<file path="src/rtl/sc_down_counter_pkg.sv">
// rtl/sc_down_counter_pkg.sv - shared state encoding for the SC down-counter/timer
package sc_down_counter_pkg;

  localparam int STATE_WIDTH = 2;

  localparam logic [STATE_WIDTH-1:0] STATE_IDLE    = 2'd0;
  localparam logic [STATE_WIDTH-1:0] STATE_RUN     = 2'd1;
  localparam logic [STATE_WIDTH-1:0] STATE_EXPIRED = 2'd2;

  // Next state after a load: a nonzero start value runs, a zero start value is already expired
  function automatic logic [STATE_WIDTH-1:0] loadState(input logic loadIsZero);
    return loadIsZero ? STATE_EXPIRED : STATE_RUN;
  endfunction

endpackage

</file>
<file path="src/rtl/sc_down_counter_timer.sv">
// rtl/sc_down_counter_timer.sv - loadable down-counter/timer with one-shot and auto-reload modes
module sc_down_counter_timer
  import sc_down_counter_pkg::*;
#(
  parameter int downCOUNTER_DATAWIDTH = 8
) (
  input  logic                             SC_downCOUNTER_CLOCK_50,
  input  logic                             SC_downCOUNTER_RESET_InHigh,
  input  logic                             SC_downCOUNTER_load_InLow,
  input  logic [downCOUNTER_DATAWIDTH-1:0] SC_downCOUNTER_data_InBUS,
  input  logic                             SC_downCOUNTER_downcount_InLow,
  input  logic                             SC_downCOUNTER_autoreload_InHigh,
  output logic [downCOUNTER_DATAWIDTH-1:0] SC_downCOUNTER_data_OutBUS,
  output logic                             SC_downCOUNTER_zero_OutHigh,
  output logic                             SC_downCOUNTER_tc_OutHigh,
  output logic                             SC_downCOUNTER_busy_OutHigh
);

  localparam logic [downCOUNTER_DATAWIDTH-1:0] countZero = '0;
  localparam logic [downCOUNTER_DATAWIDTH-1:0] countOne  = {{(downCOUNTER_DATAWIDTH-1){1'b0}}, 1'b1};

  logic [STATE_WIDTH-1:0]           stateReg;
  logic [STATE_WIDTH-1:0]           stateNext;
  logic [downCOUNTER_DATAWIDTH-1:0] countReg;
  logic [downCOUNTER_DATAWIDTH-1:0] countNext;
  logic [downCOUNTER_DATAWIDTH-1:0] reloadReg;
  logic [downCOUNTER_DATAWIDTH-1:0] reloadNext;
  logic                             tcReg;
  logic                             tcNext;

  // Register state, count, reload value and terminal-count pulse; reset wins over everything
  always_ff @(posedge SC_downCOUNTER_CLOCK_50) begin
    if (SC_downCOUNTER_RESET_InHigh) begin
      stateReg  <= STATE_IDLE;
      countReg  <= countZero;
      reloadReg <= countZero;
      tcReg     <= 1'b0;
    end else begin
      stateReg  <= stateNext;
      countReg  <= countNext;
      reloadReg <= reloadNext;
      tcReg     <= tcNext;
    end
  end

  // Next state/count: load beats decrement beats hold; tc only fires on the count==1 decrement
  always_comb begin
    stateNext  = stateReg;
    countNext  = countReg;
    reloadNext = reloadReg;
    tcNext     = 1'b0;
    if (!SC_downCOUNTER_load_InLow) begin
      countNext  = SC_downCOUNTER_data_InBUS;
      reloadNext = SC_downCOUNTER_data_InBUS;
      stateNext  = loadState(SC_downCOUNTER_data_InBUS == countZero);
    end else begin
      case (stateReg)
        STATE_RUN: begin
          if (!SC_downCOUNTER_downcount_InLow) begin
            if (countReg > countOne) begin
              countNext = countReg - countOne;
            end else if (countReg == countOne) begin
              tcNext = 1'b1;
              if (SC_downCOUNTER_autoreload_InHigh) begin
                countNext = reloadReg;
              end else begin
                countNext = countZero;
                stateNext = STATE_EXPIRED;
              end
            end else begin
              // RUN with a zero count is not reachable; settle into EXPIRED rather than wrap
              countNext = countZero;
              stateNext = STATE_EXPIRED;
            end
          end
        end
        STATE_IDLE, STATE_EXPIRED: begin
          countNext = countZero;
        end
        default: begin
          stateNext = STATE_IDLE;
          countNext = countZero;
        end
      endcase
    end
  end

  // Output decode, purely from registers
  always_comb begin
    SC_downCOUNTER_data_OutBUS  = countReg;
    SC_downCOUNTER_zero_OutHigh = (countReg == countZero);
    SC_downCOUNTER_busy_OutHigh = (stateReg == STATE_RUN);
    SC_downCOUNTER_tc_OutHigh   = tcReg;
  end

endmodule

</file>
<file path="config.mk">
export PLATFORM = sky130hd
export DESIGN_NAME = sc_down_counter_timer
export DESIGN_NICKNAME = d
export VERILOG_FILES = /design/src/rtl/sc_down_counter_pkg.sv /design/src/rtl/sc_down_counter_timer.sv
export SDC_FILE = /design/constraint.sdc
export NUM_CORES = 1
export LEC_CHECK = 0
export ABC_CLOCK_PERIOD_IN_PS = 3200
export BUFFER_PORTS_ARGS = -buffer_cell sky130_fd_sc_hd__buf_4
export CORE_MARGIN = 2
export CORE_UTILIZATION = 50
export CTS_CLUSTER_SIZE = 30
export DETAILED_ROUTE_END_ITERATION = 7
export GPL_TIMING_DRIVEN = 1
export PLACE_DENSITY = 0.8
export SLEW_MARGIN = 20
export SYNTH_ARGS = -nofsm -noshare
export SYNTH_HDL_FRONTEND = slang
export SYNTH_SLANG_ARGS = --single-unit
</file>
<file path="constraint.sdc">
create_clock -name SC_downCOUNTER_CLOCK_50 -period 3.2 [get_ports SC_downCOUNTER_CLOCK_50]
set_input_delay 0.32 -clock SC_downCOUNTER_CLOCK_50 [delete_from_list [all_inputs] [get_ports SC_downCOUNTER_CLOCK_50]]
set_output_delay 0.32 -clock SC_downCOUNTER_CLOCK_50 [all_outputs]
set_load 0.05 [all_outputs]
</file>
-- Word-level counts from Yosys, hierarchy flattened
Index checks and enable logic that the tools add are counted.
- $add $sub $neg: 1
- order comparisons: 1
- equality and inequality tests: 7
- muxes and demuxes: 14
- bitwise logic cells: 2
- reductions and logical operators: 6
- operator list (kind ; number):
    8-bit 2-to-1 mux ; 6
    8-bit logical NOT ; 2
    2-bit 2-to-1 mux ; 6
    8-bit by 1-bit equality test with 1-bit output, second input constant ; 1
    8-bit by 1-bit > comparator with 1-bit output, second input constant ; 1
    8-bit by 1-bit subtractor with 8-bit output, second input constant ; 1
    3-bit inequality test, second input constant ; 2
    5-bit OR reduction ; 1
    4-bit inequality test, second input constant ; 1
    2-bit one-hot mux with 2 select lines ; 1
    4-bit AND reduction ; 1
    2-bit by 1-bit equality test with 1-bit output, second input constant ; 1
    2-bit equality test, second input constant ; 1
    2-bit logical NOT ; 1
    2-bit inequality test, second input constant ; 1
    1-bit inverter ; 2
    2-bit OR reduction ; 1
    1-bit 2-to-1 mux ; 1
- flip-flop bits (word level): 19
- output and inout port bits: 11
- logic and storage cells: 35

-- Depth between registers and ports, before layout
- word-level depth: 6
- mapped depth: 7

-- Least setup slack after synthesis
OpenSTA, ideal clock, no wires.
- kind: register to output
- from: reg countReg[2], in the netlist SC_downCOUNTER_data_OutBUS[2]
- to: out SC_downCOUNTER_zero_OutHigh
- arrival: 1.899 ns
- slack: 0.981 ns
- cell stages (with the launch flop): 5
- buffers on the path: 1
- path through: dfxtp_1 -> or4_1 -> buf_2 -> nor3_4 -> and2_1
- word-level cells in the longest chain between the ends: 1
- RTL lines (element ; line ; source):
    from (decl) ; sc_down_counter_timer.sv:24 ; logic [downCOUNTER_DATAWIDTH-1:0] countReg;
    from (signal assigned) ; sc_down_counter_timer.sv:35 ; countReg <= countZero;
    from (signal assigned) ; sc_down_counter_timer.sv:40 ; countReg <= countNext;
    8-bit logical NOT ; sc_down_counter_timer.sv:91 ; SC_downCOUNTER_zero_OutHigh = (countReg == countZero);
    to (decl) ; sc_down_counter_timer.sv:14 ; output logic SC_downCOUNTER_zero_OutHigh,
No other way between the ends.

-- Worst setup path in the final report
Ends and elaborated chain as after synthesis.

==> reports/metrics.csv <==
stage,metric,value,unit
status,status,finished clean,
cells_and_area,fin_cells,189,
power_and_ir_drop,p_leak,0.533,nW
critical_path,crit_required,2.88,ns
sta,slew_violations,0,
synthesis,synthArstFlopShare,0,%
critical_path,cp-end-kind,output port,
clock_network,cts_sinks,19,
sta,fin_crit,2.39,ns
synthesis,syn_inst,144,
routing,firstDrtPassIters,4,
power_and_ir_drop,vdd_drop_max,0.000251,V
flow_run,cap_violations,0,
critical_path,cp-start-kind,register,
sta,worst_slack,0.814,ns
global_routing,grt_usage,25.0,%
cells_and_area,area_growth,16.9,%
global_routing,first_global_vias,1065,
global_routing,antenna_found_initial,0,
synthesis,synth_edf_count,0,
cells_and_area,layout-drive-gt1-share,21.7,%
clock_network,postCtsSetupRepairBufs,0,
routing,vias_per_cell,6.19,
synthesis,ys_seq_area_share,33.3,%
clock_network,cts_tree,built,
clock_network,cts_max_level,1,
sta,rsz0062_at_grt,no,
synthesis,synth_top_family_by_area,simple AND/OR/NAND/NOR gates,
power_and_ir_drop,p_per_area,426,mW/mm2
floorplan,die_height,51.8,um
floorplan,core-area,0.00219,mm2
routing,vias,1169,
cells_and_area,finalCoreUtilization,60.9,%
global_routing,gr-total-overflow,0,
cells_and_area,n_antenna_cell,0,
synthesis,muxShareOfSynthArea,2.74,%
floorplan,initial_core_util,52.1,%
synthesis,synthSimpleGateAreaFrac,31.5,%
sta,finalSetupTns,0,ns
floorplan,die_w,51.8,um
min_path,min_path_type,in2reg,
sta,finalSetupViolCount,0,
routing,dr.first_iter.drc_count,29,
sta,worstMarginPinSlew,0.570,ns
clock_network,cts.repair.resized,0,
clock_network,insertion_delay,0.30,ns
clock_network,cts_buffers,3,
routing,antenna_left,0,
critical_path,worstPathMaxFanout,9,
cells_and_area,layout_common_cells,"buf_4 (23), dfxtp_1 (19), a21oi_1 (15)",
synthesis,yosys.area.top_type,dfxtp_1,
clock_network,cts_hold_buffers,0,
placed_design,gp_congestion,0.928,
floorplan,io_pins,24,
sta,finalHoldViolations,0,
synthesis,yosys_warnings,0,
routing,wl,2.97,mm
synthesis,synthDistinctLibCells,39,
synthesis,synthXorXnorAreaFrac,0,%
clock_network,path_clk_slew,0.10,ns
synthesis,synth_ff_type,dfxtp_1,
critical_path,r2r_slack,1.12,ns
sta,clock_skew,0.00308,ns
synthesis,synth_area,0.00114,mm2
sta,slew_headroom,61.7,%
floorplan,rows,17,
routing,drc,0,
synthesis,synth_fa_ha_area_share,3.29,%
clock_network,clockBufferDepth,2,
synthesis,yosysTopAreaCellShare,33.3,%
clock_network,cts_root_buf,clkbuf_4,
placed_design,place_ws,1.16,ns
critical_path,crit_type,reg2out,
sta,fin_crit_sh,74.6,%
synthesis,synth.avg_cell_area,7.93,um2
placed_design,io_buffer_count,23,
synthesis,ys_top_cells_by_area,"dfxtp_1 (33%), a21oi_1 (6.6%), nor2b_1 (4.4%), nor2_1 (3.9%), a31oi_1 (3.8%)",
critical_path,cp_data_arrival_time,2.07,ns
synthesis,yosys_register_bits,19,
routing,routedWlPerCell,15.7,um
cells_and_area,final_nets,178,
synthesis,synth_compound_area_share,23.9,%
global_routing,grt_max_degree,21,
synthesis,syn-num-nets,160,
cells_and_area,mostFrequentLayoutCell,buf_4,
placed_design,placed_cells,185,
floorplan,dieArea,0.00268,mm2
global_routing,grt_pass1_wl,4.99,mm
sta,fmax,419,MHz
placed_design,hpwl,2.21,mm
==> sequential cells by signal, indices dropped and copies added, names as in the netlist <==
register and count:
SC_downCOUNTER_tc_OutHigh 1, stateReg 2, SC_downCOUNTER_data_OutBUS 8, reloadReg 8
==> area by class of cell <==
type                    instances  area, um2
multi-input cells             110        702
fillers                       210        856
repair buffers                 23        173
inverters                       5       18.8
flip-flops and latches         19        380
clock buffers                   4       26.3
well taps                      28       35.0
==> worst max-delay path: stages, from the launching register on <==
cell     delay [ns]
dfxtp_1        0.39
or4_1          0.70
nor3_4         0.31
and2_1         0.17
buf_4          0.19
==> report_power, final <==
group,switching (W),leakage (nW),internal [W],total [W]
registers,0.0000173,0.156,0.000250,0.000267
clock network,0.0000718,0.0150,0.0000486,0.000120
logic,0.000112,0.362,0.0000686,0.000180
total,0.000201,0.533,0.000367,0.000568
==> per-layer routing <==
layer | vias up | global-route usage [%] | wire length, um
li1 | 563 | - | -
met1 | 549 | 32.8 | 1320
met2 | 52 | 40.6 | 1390
met3 | 5 | 4.02 | 215
met4 | 0 | 11.0 | 45
met5 | - | 0 | 0
==> kinds of logic (layout without fill, tap and decap cells) <==
group,after synthesis,count (layout)
and+or+nand+nor,62,62
AOI/OAI and AO/OA,42,42
DFF,19,19
buffers and inverters,15,32
adders and majority gates,3,3
muxes,3,3
==> stage by stage <==
step	hold WS, ns	total power [W]	instance area, um2
after floorplan	0.441	0.000401	1140
after global placement	0.453	0.000446	1310
after detailed placement	0.480	0.000451	1310
after CTS	0.328	0.000572	1340
after global routing	0.336	0.000597	1340
final	0.329	0.000568	1340
==> Yosys cell counts (3+ instances only) <==
cell,count
dfxtp_1,19
nor2b_1,8
ha_1,3
o21ai_0,3
nand2b_1,6
a311oi_1,4
clkbuf_1,5
nor4_1,4
nand3_1,4
a21oi_1,15
nor2_1,12
inv_1,5
nand2_1,7
nor3_1,5
a211oi_1,3
buf_2,3
and3_1,4
a31oi_1,7
==> worst paths after layout <==
path,startpoint,to,cells past startpoint
setup / recovery,SC_downCOUNTER_data_OutBUS[2]$_SDFFE_PP0N_,SC_downCOUNTER_zero_OutHigh,4
hold / removal,SC_downCOUNTER_data_InBUS[0],reloadReg[0]$_SDFFE_PP0N_,3
setup reg to reg,SC_downCOUNTER_data_OutBUS[1]$_SDFFE_PP0N_,SC_downCOUNTER_data_OutBUS[5]$_SDFFE_PP0N_,6
hold reg to reg,reloadReg[1]$_SDFFE_PP0N_,reloadReg[1]$_SDFFE_PP0N_,2
Power figures use the tool's default switching activity.
